<file path="config.mk">
export PLATFORM = sky130hd
export DESIGN_NAME = vpe_tf_collector
export DESIGN_NICKNAME = d
export VERILOG_FILES = /design/src/rtl/vpe_tf_collector_pkg.sv /design/src/rtl/vpe_rd_lat_pipe.sv /design/src/rtl/vpe_tf_collector.sv
export SDC_FILE = /design/constraint.sdc
export NUM_CORES = 1
export LEC_CHECK = 0
export ABC_CLOCK_PERIOD_IN_PS = 2350
export CAP_MARGIN = 20
export CORE_MARGIN = 2
export CORE_UTILIZATION = 49
export CTS_CLUSTER_DIAMETER = 60
export CTS_CLUSTER_SIZE = 30
export DETAILED_ROUTE_END_ITERATION = 10
export GPL_TIMING_DRIVEN = 0
export PLACE_DENSITY = 0.84
export SYNTH_ARGS = -nofsm -noshare
export SYNTH_HDL_FRONTEND = slang
export SYNTH_SLANG_ARGS = --single-unit
</file>
<file path="constraint.sdc">
create_clock -name clk -period 2.35 [get_ports clk]
set_clock_uncertainty 0.05 [all_clocks]
set_input_delay 0.705 -clock clk [delete_from_list [all_inputs] [get_ports clk]]
set_output_delay 0.705 -clock clk [all_outputs]
set_load 0.1 [all_outputs]
</file>
<file path="src/rtl/vpe_tf_collector_pkg.sv">
// Shared VPE definitions: default feature geometry and collector state encoding.
package vpe_tf_collector_pkg;

  localparam int FEA_W_DEF   = 8;
  localparam int NUM_FEA_DEF = 16;
  localparam int FEA_VEC_W   = NUM_FEA_DEF * FEA_W_DEF;

  localparam logic [1:0] ST_COLLECT = 2'd0;
  localparam logic [1:0] ST_PRESENT = 2'd1;
  localparam logic [1:0] ST_HOLD    = 2'd2;

endpackage

</file>
<file path="src/rtl/vpe_rd_lat_pipe.sv">
// RD_LAT-deep valid delay line for memory-read consumers; flush drops all in-flight strobes.
module vpe_rd_lat_pipe #(
  parameter int RD_LAT = 1
) (
  input  logic clk,
  input  logic rst_n,
  input  logic flush,
  input  logic in_v,
  output logic out_v
);

  logic [RD_LAT-1:0] vld_p;
  logic [RD_LAT:0]   shift_in;

  assign shift_in = {vld_p, in_v};
  assign out_v    = shift_in[RD_LAT];

  always_ff @(posedge clk or negedge rst_n) begin
    if (!rst_n) begin
      vld_p <= '0;
    end else if (flush) begin
      vld_p <= '0;
    end else begin
      vld_p <= shift_in[RD_LAT-1:0];
    end
  end

endmodule

</file>
<file path="src/rtl/vpe_tf_collector.sv">
// Packs NUM_FEA returned feature words into one vector, offers it to the compute
// array with valid/ready, then holds it until the inference result comes back.
module vpe_tf_collector
  import vpe_tf_collector_pkg::*;
#(
  parameter int FEA_W   = FEA_W_DEF,
  parameter int NUM_FEA = NUM_FEA_DEF,
  parameter int RD_LAT  = 1,
  parameter int CNT_W   = 5
) (
  input  logic                     clk,
  input  logic                     rst_n,
  input  logic                     rd_fea_en,
  input  logic [FEA_W-1:0]         i_fea_data,
  input  logic                     clr,
  output logic [NUM_FEA*FEA_W-1:0] o_fea_vec,
  output logic                     o_fea_vec_v,
  input  logic                     i_vec_rdy,
  input  logic                     inf_res_v,
  output logic [CNT_W-1:0]         o_fea_cnt,
  output logic                     o_busy,
  output logic                     o_overflow
);

  localparam logic [CNT_W-1:0] CNT_LAST = CNT_W'(NUM_FEA - 1);
  localparam logic [CNT_W-1:0] CNT_FULL = CNT_W'(NUM_FEA);

  logic       beat;
  logic [1:0] state;

  // clr also flushes strobes still in flight so a stale beat cannot leak into the next vector
  vpe_rd_lat_pipe #(
    .RD_LAT (RD_LAT)
  ) u_rd_lat_pipe (
    .clk   (clk),
    .rst_n (rst_n),
    .flush (clr),
    .in_v  (rd_fea_en),
    .out_v (beat)
  );

  always_ff @(posedge clk or negedge rst_n) begin
    if (!rst_n) begin
      state       <= ST_COLLECT;
      o_fea_cnt   <= '0;
      o_fea_vec   <= '0;
      o_fea_vec_v <= 1'b0;
      o_busy      <= 1'b0;
      o_overflow  <= 1'b0;
    end else if (clr) begin
      state       <= ST_COLLECT;
      o_fea_cnt   <= '0;
      o_fea_vec   <= '0;
      o_fea_vec_v <= 1'b0;
      o_busy      <= 1'b0;
      o_overflow  <= 1'b0;
    end else begin
      case (state)
        ST_COLLECT: begin
          if (beat && (o_fea_cnt != CNT_FULL)) begin
            for (int k = 0; k < NUM_FEA; k++) begin
              if (o_fea_cnt == CNT_W'(k)) o_fea_vec[k*FEA_W +: FEA_W] <= i_fea_data;
            end
            o_fea_cnt <= o_fea_cnt + CNT_W'(1);
            // valid rises on the same edge that writes the last slot
            if (o_fea_cnt == CNT_LAST) begin
              state       <= ST_PRESENT;
              o_fea_vec_v <= 1'b1;
              o_busy      <= 1'b1;
            end
          end
        end
        ST_PRESENT: begin
          if (beat) o_overflow <= 1'b1;
          if (i_vec_rdy) begin
            state       <= ST_HOLD;
            o_fea_vec_v <= 1'b0;
          end
        end
        ST_HOLD: begin
          if (beat) o_overflow <= 1'b1;
          if (inf_res_v) begin
            state     <= ST_COLLECT;
            o_fea_cnt <= '0;
            o_fea_vec <= '0;
            o_busy    <= 1'b0;
          end
        end
        default: begin
          state       <= ST_COLLECT;
          o_fea_vec_v <= 1'b0;
          o_busy      <= 1'b0;
        end
      endcase
    end
  end

endmodule

</file>
==> flow_summary.json <==
{
  "outcome": "finished clean",
  "grt_max_degree": 73,
  "initial_core_util_pct": 50.24,
  "slowest_stage": "clkbuf_1",
  "syn_area_um2": 6060,
  "reg2reg_to": "o_fea_vec[41]",
  "grt_usage_pct": 26.52,
  "gp_congestion": 0.8667,
  "fin_crit_sh_pct": 94.40,
  "cts-htree-levels": 4,
  "yosys_warnings": 0,
  "dieArea_um2": 13270,
  "switchingPower_uw": 1398,
  "p_int_uw": 4141,
  "grt_pass1_vias": 4908,
  "yosysSeqAreaShare_pct": 57.40,
  "clockPowerShare_pct": 49.4,
  "fp.dieW_um": 115.2,
  "fin_ws_ps": 131.5,
  "gr-total-overflow": 0,
  "fmax_mhz": 450.8,
  "worstPathRequired_ps": 2540,
  "end_kind": "flip-flop",
  "vias": 4630,
  "synth_edf_count": 0,
  "viasPerCell": 5.460,
  "slowest_delay_ps": 650,
  "detailedPlacementHpwl_mm": 11.73,
  "path_buf_inv": 2,
  "clkTransAtPathRegs_ps": 60,
  "drive_above_1_share_pct": 32.21,
  "syn_nets": 521,
  "rsz0062_at_grt": "no",
  "dp_slack_ps": -351.7,
  "synth_top_area_cell": "dfrtp_1",
  "min_path_type": "in2async",
  "post-route-min-period_ps": 2218,
  "slew_headroom_pct": 43.02,
  "final_cells": 848,
  "place_inst": 816,
  "cp_cell_sequence": "clkdlybuf4s50_1 > nor2_2 > nand2_1 > clkbuf_1 > mux2i_1",
  "p_per_area_nw_per_um2": 647.9,
  "fin_tns_setup_ps": 0,
  "antenna_cells": 0,
  "setup_violations": 0,
  "detail_route.iter0.violations": 370,
  "core_um2": 12060,
  "synth.cells.most_frequent": "dfrtp_1 (139), nand2_1 (111), mux2i_1 (89)",
  "worstMarginPinSlew_ps": 854.8,
  "io_pins": 150,
  "root_buffer": "clkbuf_16",
  "switching_share_pct": 25.25,
  "syn_inst": 498,
  "final_core_util_pct": 70.88,
  "synth_top_area_share_pct": 57.40,
  "clk_path_buf_depth": 2,
  "cp-start-kind": "input pin",
  "cts_tree": "yes",
  "synthArstFlopShare_pct": 100.0,
  "reg2regPathDepth": 7,
  "drc": 0,
  "io_buffers": 149,
  "hold_violations": 0,
  "clock_sinks": 139,
  "wl_per_cell_um": 20.08,
  "area_growth_pct": 41.09,
  "rrSetupSlack_ps": 140,
  "ys.flop_type": "dfrtp_1",
  "critical-path-top-delay-family": "buffers and inverters",
  "drtAntennaViolNets": 0,
  "cts_made_buffers": 17,
  "pwr-share-seq_pct": 43.7,
  "clk_latency_ps": 410,
  "critical_path.max_fanout": 10,
  "whs_ps": 232.9,
  "arrival_ps": 2410,
  "pwr-share-comb_pct": 6.9,
  "worstReg2RegStart": "state[0]",
  "synth.most_common_cell": "dfrtp_1",
  "critPathKind": "in2reg",
  "holdBufCountCts": 0,
  "synth_area_leaders": "dfrtp_1 (57%), mux2i_1 (15%), nand2_1 (6.9%)",
  "grt_pass1_wl_mm": 26.62,
  "core.rowCount": 40,
  "syn_area_per_cell_um2": 12.17,
  "ir_drop_uv": 420.2,
  "layout.nets": 690,
  "leakage_uw": 0.003516,
  "drt-total-wl_mm": 17.03,
  "dieHeight_um": 115.2,
  "synth-seq-cells": 139,
  "firstDrtPassIters": 5,
  "slew_viol_final": 0,
  "antenna_found_initial": 0,
  "maxCapViolations": 0,
  "synth_cell_types": 48
}
[worst max-delay path by stage]
| stage | startpoint | endpoint | slack (ps) | cells after the start |
|---|---|---|---|---|
| global placement | rst_n | o_fea_cnt[1] | -5090 | 1 |
| finish | clr | o_fea_vec[34] | 130 | 5 |
| CTS | o_overflow | o_overflow | 2 | 1 |
| global route | o_fea_cnt[0] | o_fea_vec[123] | 30 | 7 |
| floorplan | o_fea_cnt[3] | o_fea_vec[120] | 20 | 7 |
| detailed placement | clr | o_fea_vec[105] | -350 | 6 |
[what timing repair did]
action,CTS,global route
buffers inserted,0,0
setup endpoints to repair,136,35
resized for setup,405,11
[registers in the layout (all words and copies together) (netlist names)]
name,count
o_fea_vec,128
o_fea_cnt,5
state,2
o_busy,1
o_fea_vec_v,1
o_overflow,1
u_rd_lat_pipe.out_v,1
[per-layer routing]
metal	wire length, um	track usage (%)	vias to the layer above
met3	1340	9.278	32
met2	8188	42.63	185
met5	0	0	-
met4	425	9.880	0
met1	7077	33.32	2325
li1	-	-	2088
[per-stage QoR]
step	cell area (um2)	total power, uW
floorplan	6063	2681
global placement	7765	2834
detailed placement	7794	2848
CTS	8567	5559
global route	8549	5695
finish	8549	5539
[cells by family after synthesis]
group / count (synthesis) / synth area share (%)
AO/OA/AOI/OAI: 69 / 9.973
AND/OR/NAND/NOR: 151 / 12.24
multiplexers: 96 / 16.00
flip-flops: 139 / 57.40
adder cells (fa/ha/maj): 9 / 1.858
buffers and inverters: 34 / 2.519
[cells in the final DEF, fill, tap and decap left out, drive strengths merged]
cell type,synthesis,final
dfrtp,139,139
clkdlybuf4s15,0,132
nand2,114,114
mux2i,89,89
clkbuf,19,41
o2bb2ai,31,31
nor2,18,18
inv,8,14
clkdlybuf4s50,0,12
ha,9,9
buf,6,9
mux2,7,7
o21ai,7,7
a21oi,6,6
nand3,5,5
o22ai,5,5
nor2b,5,5
a22o,5,5
a2bb2o,4,4
clkinvlp,0,4
a211oi,3,3
and4bb,2,2
a21o,2,2
bufinv,0,2
clkinv,1,2
nor3b,2,2
a31oi,2,2
and3,1,1
nand4bb,1,1
o31ai,1,1
a31o,1,1
nor4b,1,1
a221oi,1,1
and4b,1,1
nand4b,1,1
o32ai,1,1
[layout make-up]
class                           count  area (um2)
Fill cell                         846        3512
Sequential cell                   139        3482
Multi-Input combinational cell    325        2429
Timing Repair Buffer              150        1665
Clock buffer                       19       452.9
Tap cell                          168       210.2
Clock inverter                     13       153.9
Buffer                             25       122.6
Inverter                            9       33.78
[power by group through the flow]
stage | Combinational, uW | Clock [uW] | Sequential [uW]
floorplan | 122 | 0 | 2560
global placement | 370 | 0 | 2460
detailed placement | 384 | 0 | 2460
CTS | 382 | 2760 | 2420
global route | 406 | 2870 | 2420
finish | 382 | 2740 | 2420
Power figures use the tool's default switching activity.
